`config.mk`:
```
export PLATFORM = sky130hd
export DESIGN_NAME = mips_boot_loader
export DESIGN_NICKNAME = d
export VERILOG_FILES = /design/src/rtl/mips_loader_pkg.sv /design/src/rtl/mips_loader_addr_ctr.sv /design/src/rtl/mips_boot_loader.sv
export SDC_FILE = /design/constraint.sdc
export NUM_CORES = 1
export LEC_CHECK = 0
export CORE_MARGIN = 4
export CORE_UTILIZATION = 50
export DETAILED_ROUTE_END_ITERATION = 8
export PLACE_DENSITY_LB_ADDON = 0.2
export SLEW_MARGIN = 10
export SYNTH_ARGS = -nofsm -noshare
export SYNTH_HDL_FRONTEND = slang
export SYNTH_SLANG_ARGS = --single-unit
```
`constraint.sdc`:
```
create_clock -name clk -period 3.1 [get_ports clk]
set_input_delay 0.62 -clock clk [delete_from_list [all_inputs] [get_ports clk]]
set_output_delay 0.62 -clock clk [all_outputs]
set_load 0.005 [all_outputs]
```
`src/rtl/mips_loader_pkg.sv`:
```
// Shared types and constants for the MIPS program/data boot loader.
package mips_loader_pkg;

  typedef enum logic [1:0] {
    IDLE,
    LOAD,
    GAP,
    RUN
  } state_e;

  localparam int unsigned TGT_ICACHE = 0;
  localparam int unsigned TGT_DCACHE = 1;

endpackage

```
`src/rtl/mips_loader_addr_ctr.sv`:
```
// Per-target auto-incrementing write address; the extra MSB flags an exhausted range.
module mips_loader_addr_ctr #(
  parameter int ADDR_W = 8
) (
  input  logic              clk_i,
  input  logic              rst_i,
  input  logic              clr_i,
  input  logic              ld_i,
  input  logic              inc_i,
  input  logic [ADDR_W-1:0] ld_addr_i,
  output logic [ADDR_W-1:0] addr_o,
  output logic              exh_o
);

  logic [ADDR_W:0] cnt_q, cnt_d;

  // Once exhausted the counter holds until a reload or clear.
  always_comb begin
    cnt_d = cnt_q;
    if (clr_i) begin
      cnt_d = '0;
    end else if (ld_i) begin
      cnt_d = {1'b0, ld_addr_i} + (ADDR_W + 1)'(1);
    end else if (inc_i && !cnt_q[ADDR_W]) begin
      cnt_d = cnt_q + (ADDR_W + 1)'(1);
    end
  end

  always_ff @(posedge clk_i) begin
    if (rst_i) begin
      cnt_q <= '0;
    end else begin
      cnt_q <= cnt_d;
    end
  end

  assign addr_o = cnt_q[ADDR_W-1:0];
  assign exh_o  = cnt_q[ADDR_W];

endmodule

```
`src/rtl/mips_boot_loader.sv`:
```
// Steers a valid/ready word stream into per-target memory write ports, then raises start.
module mips_boot_loader
  import mips_loader_pkg::*;
#(
  parameter  int DATA_W      = 32,
  parameter  int ADDR_W      = 8,
  parameter  int NUM_TGT     = 2,
  parameter  int START_DELAY = 2,
  localparam int TGT_W       = (NUM_TGT > 1) ? $clog2(NUM_TGT) : 1
) (
  input  logic               clk,
  input  logic               rst,
  input  logic               s_valid,
  output logic               s_ready,
  input  logic [DATA_W-1:0]  s_data,
  input  logic [TGT_W-1:0]   s_tgt,
  input  logic               s_addr_ld,
  input  logic [ADDR_W-1:0]  s_addr,
  input  logic               s_last,
  input  logic               restart,
  output logic [DATA_W-1:0]  wr_data,
  output logic [ADDR_W-1:0]  wr_addr,
  output logic [NUM_TGT-1:0] wr_en,
  output logic               start,
  output logic               busy,
  output logic               err
);

  localparam int DLY_W = $clog2(START_DELAY + 1);

  state_e             state_q, state_d;
  logic [DLY_W-1:0]   dly_q, dly_d;
  logic [DATA_W-1:0]  wr_data_q, wr_data_d;
  logic [ADDR_W-1:0]  wr_addr_q, wr_addr_d;
  logic [NUM_TGT-1:0] wr_en_q, wr_en_d;
  logic               err_q, err_d;
  logic               start_q, busy_q;

  logic               accept, tgt_ok, leave_run, cur_exh;
  logic [ADDR_W-1:0]  cur_addr;
  logic [NUM_TGT-1:0] sel, ctr_ld, ctr_inc, exh;
  logic [ADDR_W-1:0]  ctr_addr [NUM_TGT];

  for (genvar g = 0; g < NUM_TGT; g++) begin : g_ctr
    mips_loader_addr_ctr #(.ADDR_W(ADDR_W)) u_ctr (
      .clk_i     (clk),
      .rst_i     (rst),
      .clr_i     (leave_run),
      .ld_i      (ctr_ld[g]),
      .inc_i     (ctr_inc[g]),
      .ld_addr_i (s_addr),
      .addr_o    (ctr_addr[g]),
      .exh_o     (exh[g])
    );
  end

  // Word decode: target select, write address/strobe and error update.
  always_comb begin
    accept    = s_valid & s_ready;
    tgt_ok    = (32'(s_tgt) < NUM_TGT);
    leave_run = (state_q == RUN) && restart;
    sel       = '0;
    cur_addr  = '0;
    cur_exh   = 1'b0;
    for (int unsigned i = 0; i < NUM_TGT; i++) begin
      if (s_tgt == TGT_W'(i)) begin
        sel[i]   = accept;
        cur_addr = ctr_addr[i];
        cur_exh  = exh[i];
      end
    end
    ctr_ld    = s_addr_ld ? sel : '0;
    ctr_inc   = s_addr_ld ? '0 : sel;
    wr_en_d   = (s_addr_ld || !cur_exh) ? sel : '0;
    wr_addr_d = wr_addr_q;
    wr_data_d = wr_data_q;
    if (|wr_en_d) begin
      wr_addr_d = s_addr_ld ? s_addr : cur_addr;
      wr_data_d = s_data;
    end
    if (leave_run) begin
      err_d = 1'b0;
    end else begin
      err_d = err_q | (accept & ~tgt_ok) | (accept & tgt_ok & ~s_addr_ld & cur_exh);
    end
  end

  always_comb begin
    state_d = state_q;
    dly_d   = dly_q;
    unique case (state_q)
      IDLE: if (accept) begin
        state_d = s_last ? GAP : LOAD;
        dly_d   = DLY_W'(START_DELAY);
      end
      LOAD: if (accept && s_last) begin
        state_d = GAP;
        dly_d   = DLY_W'(START_DELAY);
      end
      GAP: begin
        if (dly_q == '0) begin
          state_d = RUN;
        end else begin
          dly_d = dly_q - DLY_W'(1);
        end
      end
      RUN: if (restart) state_d = IDLE;
      default: state_d = IDLE;
    endcase
  end

  always_ff @(posedge clk) begin
    if (rst) begin
      state_q   <= IDLE;
      dly_q     <= '0;
      wr_data_q <= '0;
      wr_addr_q <= '0;
      wr_en_q   <= '0;
      err_q     <= 1'b0;
      start_q   <= 1'b0;
      busy_q    <= 1'b0;
    end else begin
      state_q   <= state_d;
      dly_q     <= dly_d;
      wr_data_q <= wr_data_d;
      wr_addr_q <= wr_addr_d;
      wr_en_q   <= wr_en_d;
      err_q     <= err_d;
      start_q   <= (state_d == RUN);
      busy_q    <= (state_d == LOAD) || (state_d == GAP);
    end
  end

  always_comb begin
    s_ready = (state_q == IDLE) || (state_q == LOAD);
    wr_data = wr_data_q;
    wr_addr = wr_addr_q;
    wr_en   = wr_en_q;
    start   = start_q;
    busy    = busy_q;
    err     = err_q;
  end

endmodule
```
## Word level (Yosys, flattened, before mapping)

Cells that the tools add are included.

| storage, ports and cells | value |
|---|---|
| register bits | 67 |
| input bits | 47 |

| operators by class | value |
|---|---|
| eq/ne operators | 9 |
| reduce and logical (&&, ||, !) cells | 18 |
| add/subtract/negate cells | 4 |
| bitwise operators | 5 |
| mux-type cells | 22 |

Operators with widths:

| kind | count |
|---|---|
| two-way mux 9 bit | 4 |
| two-way mux 2 bit | 11 |
| adder 9 x 1 -> 9 bit (second input constant) | 2 |
| two-way mux 8 bit | 2 |
| adder 8 x 1 -> 9 bit (second input constant) | 1 |
| == test 2 bit (second input constant) | 4 |
| case mux 2 bit (4 select lines) | 1 |
| != test 2 bit (second input constant) | 3 |
| case mux 2 bit (3 select lines) | 1 |
| == test 2 x 1 -> 1 bit (second input constant) | 2 |
| logical AND 1 bit | 4 |
| logical NOT 2 bit | 2 |
| AND reduction 4 bit | 1 |
| nonzero test 2 bit | 2 |
| OR reduction 2 bit | 2 |
| bitwise AND 1 bit | 3 |
| logical NOT 1 bit | 3 |
| logical OR 1 bit | 3 |
| two-way mux 1 bit | 3 |
| nonzero test 3 bit | 1 |
| subtractor 2 x 1 -> 2 bit (second input constant) | 1 |
| NOT 1 bit | 1 |
| bitwise OR 1 bit | 1 |

## Logic depth before layout (Yosys ltp)

Gate-level depths: netlist of run 1.

| logic depth | value |
|---|---|
| word-level depth | 8 |
| depth in mapped cells | 7 |
| mapped depth without buffers | 6 |

## Cells and area by module

Synthesis of run 1 repeated with hierarchy kept, for this count alone.

| unflattened totals | value |
|---|---|
| cell total of the unflattened synthesis | 391 |
| area total of the unflattened synthesis | 3525.9 um^2 |

Modules (own cells, without submodules):

| module | times used | cells each | area an instance (um^2) |
|---|---|---|---|
| mips_boot_loader | 1 | 243 | 2247.2 |
| mips_loader_addr_ctr | 2 | 74 | 639.4 |

## Worst setup path after synthesis of run 1

OpenSTA, ideal clock, no wires.

| path | value |
|---|---|
| path kind | input to register |
| start point | input port s_tgt |
| end point | register g_ctr[0].u_ctr.cnt_q[6] |
| data arrival time | 1792 ps |
| library setup time | 79 ps |
| cell stages on the path | 6 |
| path buffers | 2 |
| data required time | 3021 ps |
| setup slack | 1229 ps |
| cell sequence | buf_6 > or3b_1 > buf_2 > nor4_4 > xnor2_1 > a211oi_2 |

| between the ends | value |
|---|---|
| word-level cells in the longest chain between the ends | 4 |
| elaborated cells on any way between the ends | 6 |
| those cells by class | mux (4); reduce/logical (2) |

Ends and longest elaborated chain:

| item | RTL line | RTL |
|---|---|---|
| start: declaration | mips_boot_loader.sv:16 | `input logic [TGT_W-1:0] s_tgt,` |
| two-way mux 1 bit * | mips_boot_loader.sv:66 | `if (s_tgt == TGT_W'(i)) begin` |
| two-way mux 2 bit | mips_boot_loader.sv:73 | `ctr_inc = s_addr_ld ? '0 : sel;` |
| logical AND 1 bit | mips_loader_addr_ctr.sv:24 | `end else if (inc_i && !cnt_q[ADDR_W]) begin` |
| nonzero test 2 bit (no line) | - |  |
| end signal: assignment | mips_loader_addr_ctr.sv:33 | `cnt_q <= cnt_d;` |
| end: declaration | mips_loader_addr_ctr.sv:15 | `logic [ADDR_W:0] cnt_q, cnt_d;` |

Mark *: on every way between the ends. The rest lies on a longest branch, timed or not.
A chain may end at the register's enable or synchronous reset.

## Final worst setup path of run 1

| path | value |
|---|---|
| start point | input port s_valid |
| end point | register wr_addr_q[2], in the netlist wr_addr[2] |

| between the ends | value |
|---|---|
| word-level cells in the longest chain between the ends | 4 |
| elaborated cells on any way between the ends | 5 |
| those cells by class | mux (3); bitwise (1); reduce/logical (1) |

Ends and longest elaborated chain:

| item | RTL line | RTL |
|---|---|---|
| start: declaration | mips_boot_loader.sv:13 | `input logic s_valid,` |
| bitwise AND 1 bit * | mips_boot_loader.sv:59 | `accept = s_valid & s_ready;` |
| two-way mux 1 bit | mips_boot_loader.sv:66 |  |
| two-way mux 2 bit * | mips_boot_loader.sv:74 | `wr_en_d = (s_addr_ld \|\| !cur_exh) ? sel : '0;` |
| OR reduction 2 bit * | mips_boot_loader.sv:77 | `if (\|wr_en_d) begin` |
| end signal: assignment | mips_boot_loader.sv:126 | `wr_addr_q <= wr_addr_d;` |
| end: declaration | mips_boot_loader.sv:34 | `logic [ADDR_W-1:0] wr_addr_q, wr_addr_d;` |

Marks and branches as above.

==> flow_summary_export.csv, run 1 <==
group,metric,value,unit
timing,setup_violations,0,
yosys,synth_edf_count,0,
worst_hold_path,hold_path.class,"flop to flop",
timing,hold_violations,0,
floorplan,pin_count,93,
final_layout,final_util,71.4,%
place,hpwlAfterDp,6250,um
detailed_routing,num_vias,3095,
cts,cts_tree,"done",
floorplan,die-width,86.4,um
place,io_buffers,92,
detailed_routing,routedWlPerCell,15.8,um
detailed_routing,drtAntennaViolNets,0,
worst_hold_path,hp-start,"wr_data[14]",
floorplan,start_util,51.6,%
global_route,grt_remaining_overflow,0,
final_layout,area_growth_syn_to_layout,38.3,%
power,vdd_drop_max,0.328,mV
worst_setup_path,crit_start,"s_valid",
floorplan,dieArea,7470,sq um
timing,report.final.slew_viol_count,0,
floorplan,coreArea,5960,sq um
yosys,synth_top_family_by_area,"simple AND/OR/NAND/NOR gates",
power,power_density,479,nW/um^2
yosys,yosysWarnings,0,
floorplan,dieHeight,86.4,um
worst_setup_path,r2r_start,"g_ctr[1].u_ctr.cnt_q[8]",
cts,cts.sinks,67,
yosys,syn_inst,385,
timing,finalCritPeriodShare,73.2,%
yosys,synthFlopType,"dfxtp_1",
yosys,synth_xor_area_share,1.42,%
yosys,async_flop_share,0,%
final_layout,antenna_cells,0,
yosys,synth_top_cell_by_area,"dfxtp_1",
final_layout,drive_gt1_share,6.49,%
cts,clk_root_buffer_cell,"clkbuf_8",
worst_setup_path,critical_path_class,"input port to flop",
worst_setup_path,crit_required,3.31,ns
yosys,yosys.area_share.simple,24.6,%
worst_setup_path,cp.arrival,2.48,ns
worst_setup_path,r2r_cells,5,
floorplan,rows,28,
global_route,grt_first_pass_wirelength,13800,um
job,cap_violations,0,
worst_setup_path,worstSetupEndpointType,"flop",
yosys,synth_top_area_share,43.6,%
detailed_routing,drt_iter0_markers,251,
place,gp_congestion,0.929,
detailed_routing,drt_first_pass_iters,5,
final_layout,fin_nets,525,
yosys,ys_seq_area_share,43.6,%
place,placedInstanceArea,4060,sq um
timing,period_minus_slack,2.27,ns
timing,slew_headroom,62.8,%
cts,h-tree-depth,3,
yosys,synth_fp_nets,437,
detailed_routing,vias_per_cell,5.60,
cts,clkTransAtPathRegs,0.07,ns
cts,cts.repair.resized,0,
yosys,synth_area_leaders,"dfxtp_1, nand2_1, a21oi_1",
yosys,synth_area_per_cell,7.99,sq um
outcome,status,"finished clean",
cts,cts_made_buffers,9,
final_layout,layoutNonFillerInstCount,553,
worst_setup_path,critPathLaunchType,"input port",
global_route,grt_pass1_vias,2892,
place,dp_cells,537,
timing,setup_tns,0,ns
final_layout,fillCellCount,468,
yosys,ys_types,53,
cts,hold_buffers,0,
yosys,synth_area,3080,sq um
detailed_routing,wl,8750,um
yosys,muxShareOfSynthArea,2.28,%
cts,post_cts_buffers,0,
final_layout,final_common_cell,"clkdlybuf4s50_1",
final_layout,final_area,4250,sq um
yosys,ys_ff_latch,67,
yosys,synth-adder-area-share,2.03,%
worst_setup_path,path_cells,"clkdlybuf4s50_1 > nor2b_1 > o21ai_2 > buf_4 > nand2_1 > a21oi_1",
timing,finalClockSkew,0.0127,ns
yosys,synth_compound_area_share,21.6,%
detailed_routing,drc,0,
worst_setup_path,cpPeakStageDelay,0.62,ns
worst_setup_path,slowest_stage,"clkdlybuf4s50_1",
cts,clkLatencyLatePin,0.35,ns
worst_hold_path,holdPathStages,2,
global_route,grt_max_degree,49,
global_route,antenna_found_initial,0,
power,p_leak,1.57,nW
timing,tightest_slew,0.559,ns
cts,clock_path_buffers,2,
timing,rsz0062_at_grt,"no",
global_route,grt_usage,23.2,%
worst_setup_path,crit_fanout,30,
timing,timing.fmax,0.441,GHz
final_layout,layout_common_cells,"clkdlybuf4s50_1, nand2_1, dfxtp_1",
## flip-flops by register name, summed over array words and instances, names as in the netlist
signal / count
g_ctr.u_ctr.cnt_q: 18
dly_q: 2
err: 1
wr_en: 2
wr_data: 32
start: 1
busy: 1
state_q: 2
wr_addr: 8
## synthesized netlist by cell type, types with 2 or more instances
| cell type | number |
|---|---|
| nor3b_1 | 2 |
| nor4_1 | 3 |
| nand3_1 | 7 |
| nor2_1 | 15 |
| clkbuf_1 | 19 |
| buf_2 | 3 |
| o21ai_1 | 2 |
| a21o_1 | 2 |
| o211a_1 | 2 |
| o21ai_0 | 12 |
| a41o_1 | 2 |
| and4_1 | 2 |
| o21a_1 | 2 |
| nor2b_1 | 6 |
| ha_1 | 5 |
| nand2_1 | 90 |
| a21oi_1 | 56 |
| a211oi_1 | 6 |
| nand2b_1 | 3 |
| and2_1 | 2 |
| nor3_1 | 10 |
| inv_1 | 9 |
| nand4_1 | 4 |
| a221oi_1 | 4 |
| mux2i_1 | 7 |
| dfxtp_1 | 67 |
| o211ai_1 | 11 |
| nand4b_1 | 2 |
| o22ai_1 | 2 |
| a31oi_1 | 2 |
| xnor2_1 | 4 |
## cell families (layout without fill, tap and decap cells)
logic type                 after synthesis  count (layout)
and+or+nand+nor                        158             158
AOI/OAI and AO/OA                      109             109
DFF                                     67              67
buffers and inverters                   34             127
muxes                                    7               7
adders and majority gates                5               5
xor gates and xnor gates                 5               5
## stage by stage
stage	hold slack (ns)	power (W)	setup slack [ns]
finish	0.452	0.00204	0.831
global route	0.482	0.00212	0.718
CTS	0.456	0.00205	0.857
detailed placement	0.445	0.00133	0.505
global placement	0.440	0.00132	0.552
floorplan	0.432	0.00114	1.23
## final cells by class
| class | count | area [sq um] | share of cell area [%] |
|---|---|---|---|
| clock buffer | 11 | 141 | 3.32 |
| clock inverter | 5 | 52.6 | 1.24 |
| inverter | 10 | 37.5 | 0.882 |
| multi-input combinational | 284 | 1600 | 37.6 |
| sequential | 67 | 1340 | 31.5 |
| tap | 75 | 93.8 | 2.21 |
| timing repair buffer | 101 | 988 | 23.2 |
## critical path, delay by kind of cell
family,cells,cell delay (ns)
AOI/OAI and AO/OA,2,0.35
and+or+nand+nor,2,0.55
buffers and inverters,2,0.94
## per-layer routing
metal	vias to the layer above	track usage [%]	wire length, um
met4	0	9.49	165
met3	21	4.37	815
met2	164	38.3	4040
met1	1381	29.7	3730
li1	1529	-	-
met5	-	0	0
## power breakdown
group	internal [W]	switching [W]	total, W
Combinational	0.000190	0.000171	0.000361
Sequential	0.000916	0.0000400	0.000956
Clock	0.000389	0.000333	0.000722
Total	0.00150	0.000543	0.00204
## final timing paths
| kind | end | slack, ns |
|---|---|---|
| worst max-delay path | wr_addr[2] | 0.83 |
| worst min-delay path | wr_data[14] | 0.45 |
| worst max register to register | wr_addr[5] | 1.12 |
| worst min register to register | wr_data[14] | 0.45 |
Note: power is estimated with default switching activity, not from simulation.
==> run 2: changes to the inputs <==
Settings changed: CORE_UTILIZATION 50 to 47.
Clock period 3.1 ns to 2.4 ns, I/O delays scaled along.
==> flow_summary_export.csv, run 2 (same netlist as run 1, synthesis figures left out) <==
group,metric,value,unit
timing,tightest_slew,0.695,ns
power,seqPwrFrac,49.8,%
worst_setup_path,worstSetupEndpointType,"flop",
cts,clkLatencyLatePin,0.33,ns
floorplan,dieHeight,88.9,um
global_route,grt_max_degree,49,
place,gp_congestion,0.894,
power,internal_power,0.00181,W
floorplan,die-width,88.9,um
outcome,status,"finished clean",
timing,period_minus_slack,1.97,ns
global_route,grt_pass1_vias,2950,
worst_setup_path,slowest_stage,"o21ai_2",
worst_setup_path,critical_path_class,"input port to flop",
final_layout,layout_common_cells,"clkdlybuf4s50_1, nand2_1, dfxtp_1",
cts,cts.sinks,67,
global_route,grt_remaining_overflow,0,
power,combPwrFrac,18.8,%
worst_setup_path,cp.arrival,2.22,ns
cts,h-tree-depth,3,
power,pwr-share-clk,31.4,%
global_route,grt_first_pass_wirelength,13500,um
worst_hold_path,hold_path.class,"flop to flop",
worst_setup_path,crit_start,"s_tgt",
cts,clock_path_buffers,2,
power,p_leak,1.56,nW
global_route,antenna_found_initial,0,
detailed_routing,wl,8440,um
power,vdd_drop_max,0.483,mV
worst_setup_path,r2r_cells,5,
worst_setup_path,crit_end,"wr_data[14]",
final_layout,largest_reg_flops,32,
cts,cts_tree,"done",
power,power.total,0.00248,W
worst_setup_path,r2r_end,"wr_data[14]",
floorplan,rows,29,
timing,setup_tns,0,ns
worst_setup_path,r2r_start,"g_ctr[0].u_ctr.cnt_q[8]",
timing,timing.fmax,0.508,GHz
detailed_routing,drt_iter0_markers,185,
detailed_routing,num_vias,3094,
global_route,grt_usage,21.6,%
timing,finalClockSkew,0.00862,ns
final_layout,final_common_cell,"clkdlybuf4s50_1",
worst_setup_path,critPathLaunchType,"input port",
final_layout,fillCellCount,558,
worst_setup_path,path_cells,"clkdlybuf4s50_1 > mux2i_1 > o21ai_2 > buf_12 > nand2_1 > a21oi_1",
detailed_routing,drt_first_pass_iters,5,
job,cap_violations,0,
detailed_routing,drc,0,
floorplan,pin_count,93,
worst_setup_path,crit_fanout,27,
final_layout,drive_gt1_share,6.67,%
timing,slew_headroom,53.6,%
timing,report.final.slew_viol_count,0,
place,hpwlAfterDp,6350,um
cts,clk_root_buffer_cell,"clkbuf_8",
final_layout,area_growth_syn_to_layout,38.2,%
timing,finalCritPeriodShare,82.1,%
floorplan,dieArea,7900,sq um
power,swShare,27.2,%
timing,hold_violations,0,
final_layout,fin_nets,527,
power,power.switching,0.000675,W
timing,rsz0062_at_grt,"no",
detailed_routing,drtAntennaViolNets,0,
cts,clkTransAtPathRegs,0.07,ns
detailed_routing,routedWlPerCell,15.2,um
power,power_density,583,nW/um^2
floorplan,coreArea,6350,sq um
worst_setup_path,rrSetupSlack,0.59,ns
floorplan,start_util,48.4,%
cts,cts_made_buffers,9,
cts,cts.repair.resized,0,
cts,post_cts_buffers,0,
worst_setup_path,crit_required,2.65,ns
cts,hold_buffers,0,
final_layout,antenna_cells,0,
detailed_routing,vias_per_cell,5.55,
timing,setup_violations,0,
place,io_buffers,92,
worst_setup_path,cpPeakStageDelay,0.58,ns
run 2: metal layers:
metal / global-route usage, % / wire length (um) / vias to the layer above
li1: - / - / 1535
met1: 28.4 / 3630 / 1404
met2: 35.1 / 3860 / 137
met3: 5.25 / 785 / 18
met4: 7.01 / 161 / 0
met5: 0 / 0 / -
run 2: worst min-delay path by stage:
stage	startpoint	endpoint	slack, ns	cells past startpoint
2_1_floorplan	dly_q[0]	dly_q[0]	0.43	2
3_3_place_gp	dly_q[0]	dly_q[0]	0.44	2
3_5_place_dp	wr_data[12]	wr_data[12]	0.45	2
4_1_cts	wr_data[12]	wr_data[12]	0.46	2
5_1_grt	wr_addr[0]	wr_addr[0]	0.48	2
6_report	wr_addr[4]	wr_addr[4]	0.46	2
run 2: power groups by stage:
stage               clock network [W]  registers (W)  logic (W)
floorplan                           0        0.00125   0.000216
global placement                    0        0.00126   0.000460
detailed placement                  0        0.00126   0.000469
CTS                          0.000802        0.00123   0.000471
global route                 0.000854        0.00124   0.000518
finish                       0.000779        0.00123   0.000468
run 2: layout make-up:
class / count / area (sq um) / area share (%)
inverters: 10 / 37.5 / 0.883
flip-flops and latches: 67 / 1340 / 31.5
repair buffers: 103 / 1020 / 23.9
clock inverters: 5 / 30.0 / 0.706
clock buffers: 11 / 131 / 3.09
multi-input cells: 284 / 1600 / 37.6
well taps: 77 / 96.3 / 2.27
run 2: worst max-delay path, delay by kind of cell:
family / cells / cell delay [ns]
AOI/OAI and AO/OA: 2 / 0.74
buffers and inverters: 2 / 0.77
muxes: 1 / 0.14
and+or+nand+nor: 1 / 0.07
run 2: per-stage QoR:
| stage | cells | worst slack, ns | instance area [sq um] | util, % | hold WS (ns) |
|---|---|---|---|---|---|
| finish | 557 | 0.431 | 4250 | 67.0 | 0.456 |
| global route | 557 | 0.269 | 4250 | 67.0 | 0.481 |
| CTS | 557 | 0.404 | 4250 | 67.0 | 0.456 |
| detailed placement | 541 | 0.0475 | 4090 | 64.4 | 0.446 |
| global placement | 541 | 0.183 | 4090 | 64.4 | 0.439 |
| floorplan | 385 | 0.669 | 3080 | - | 0.432 |
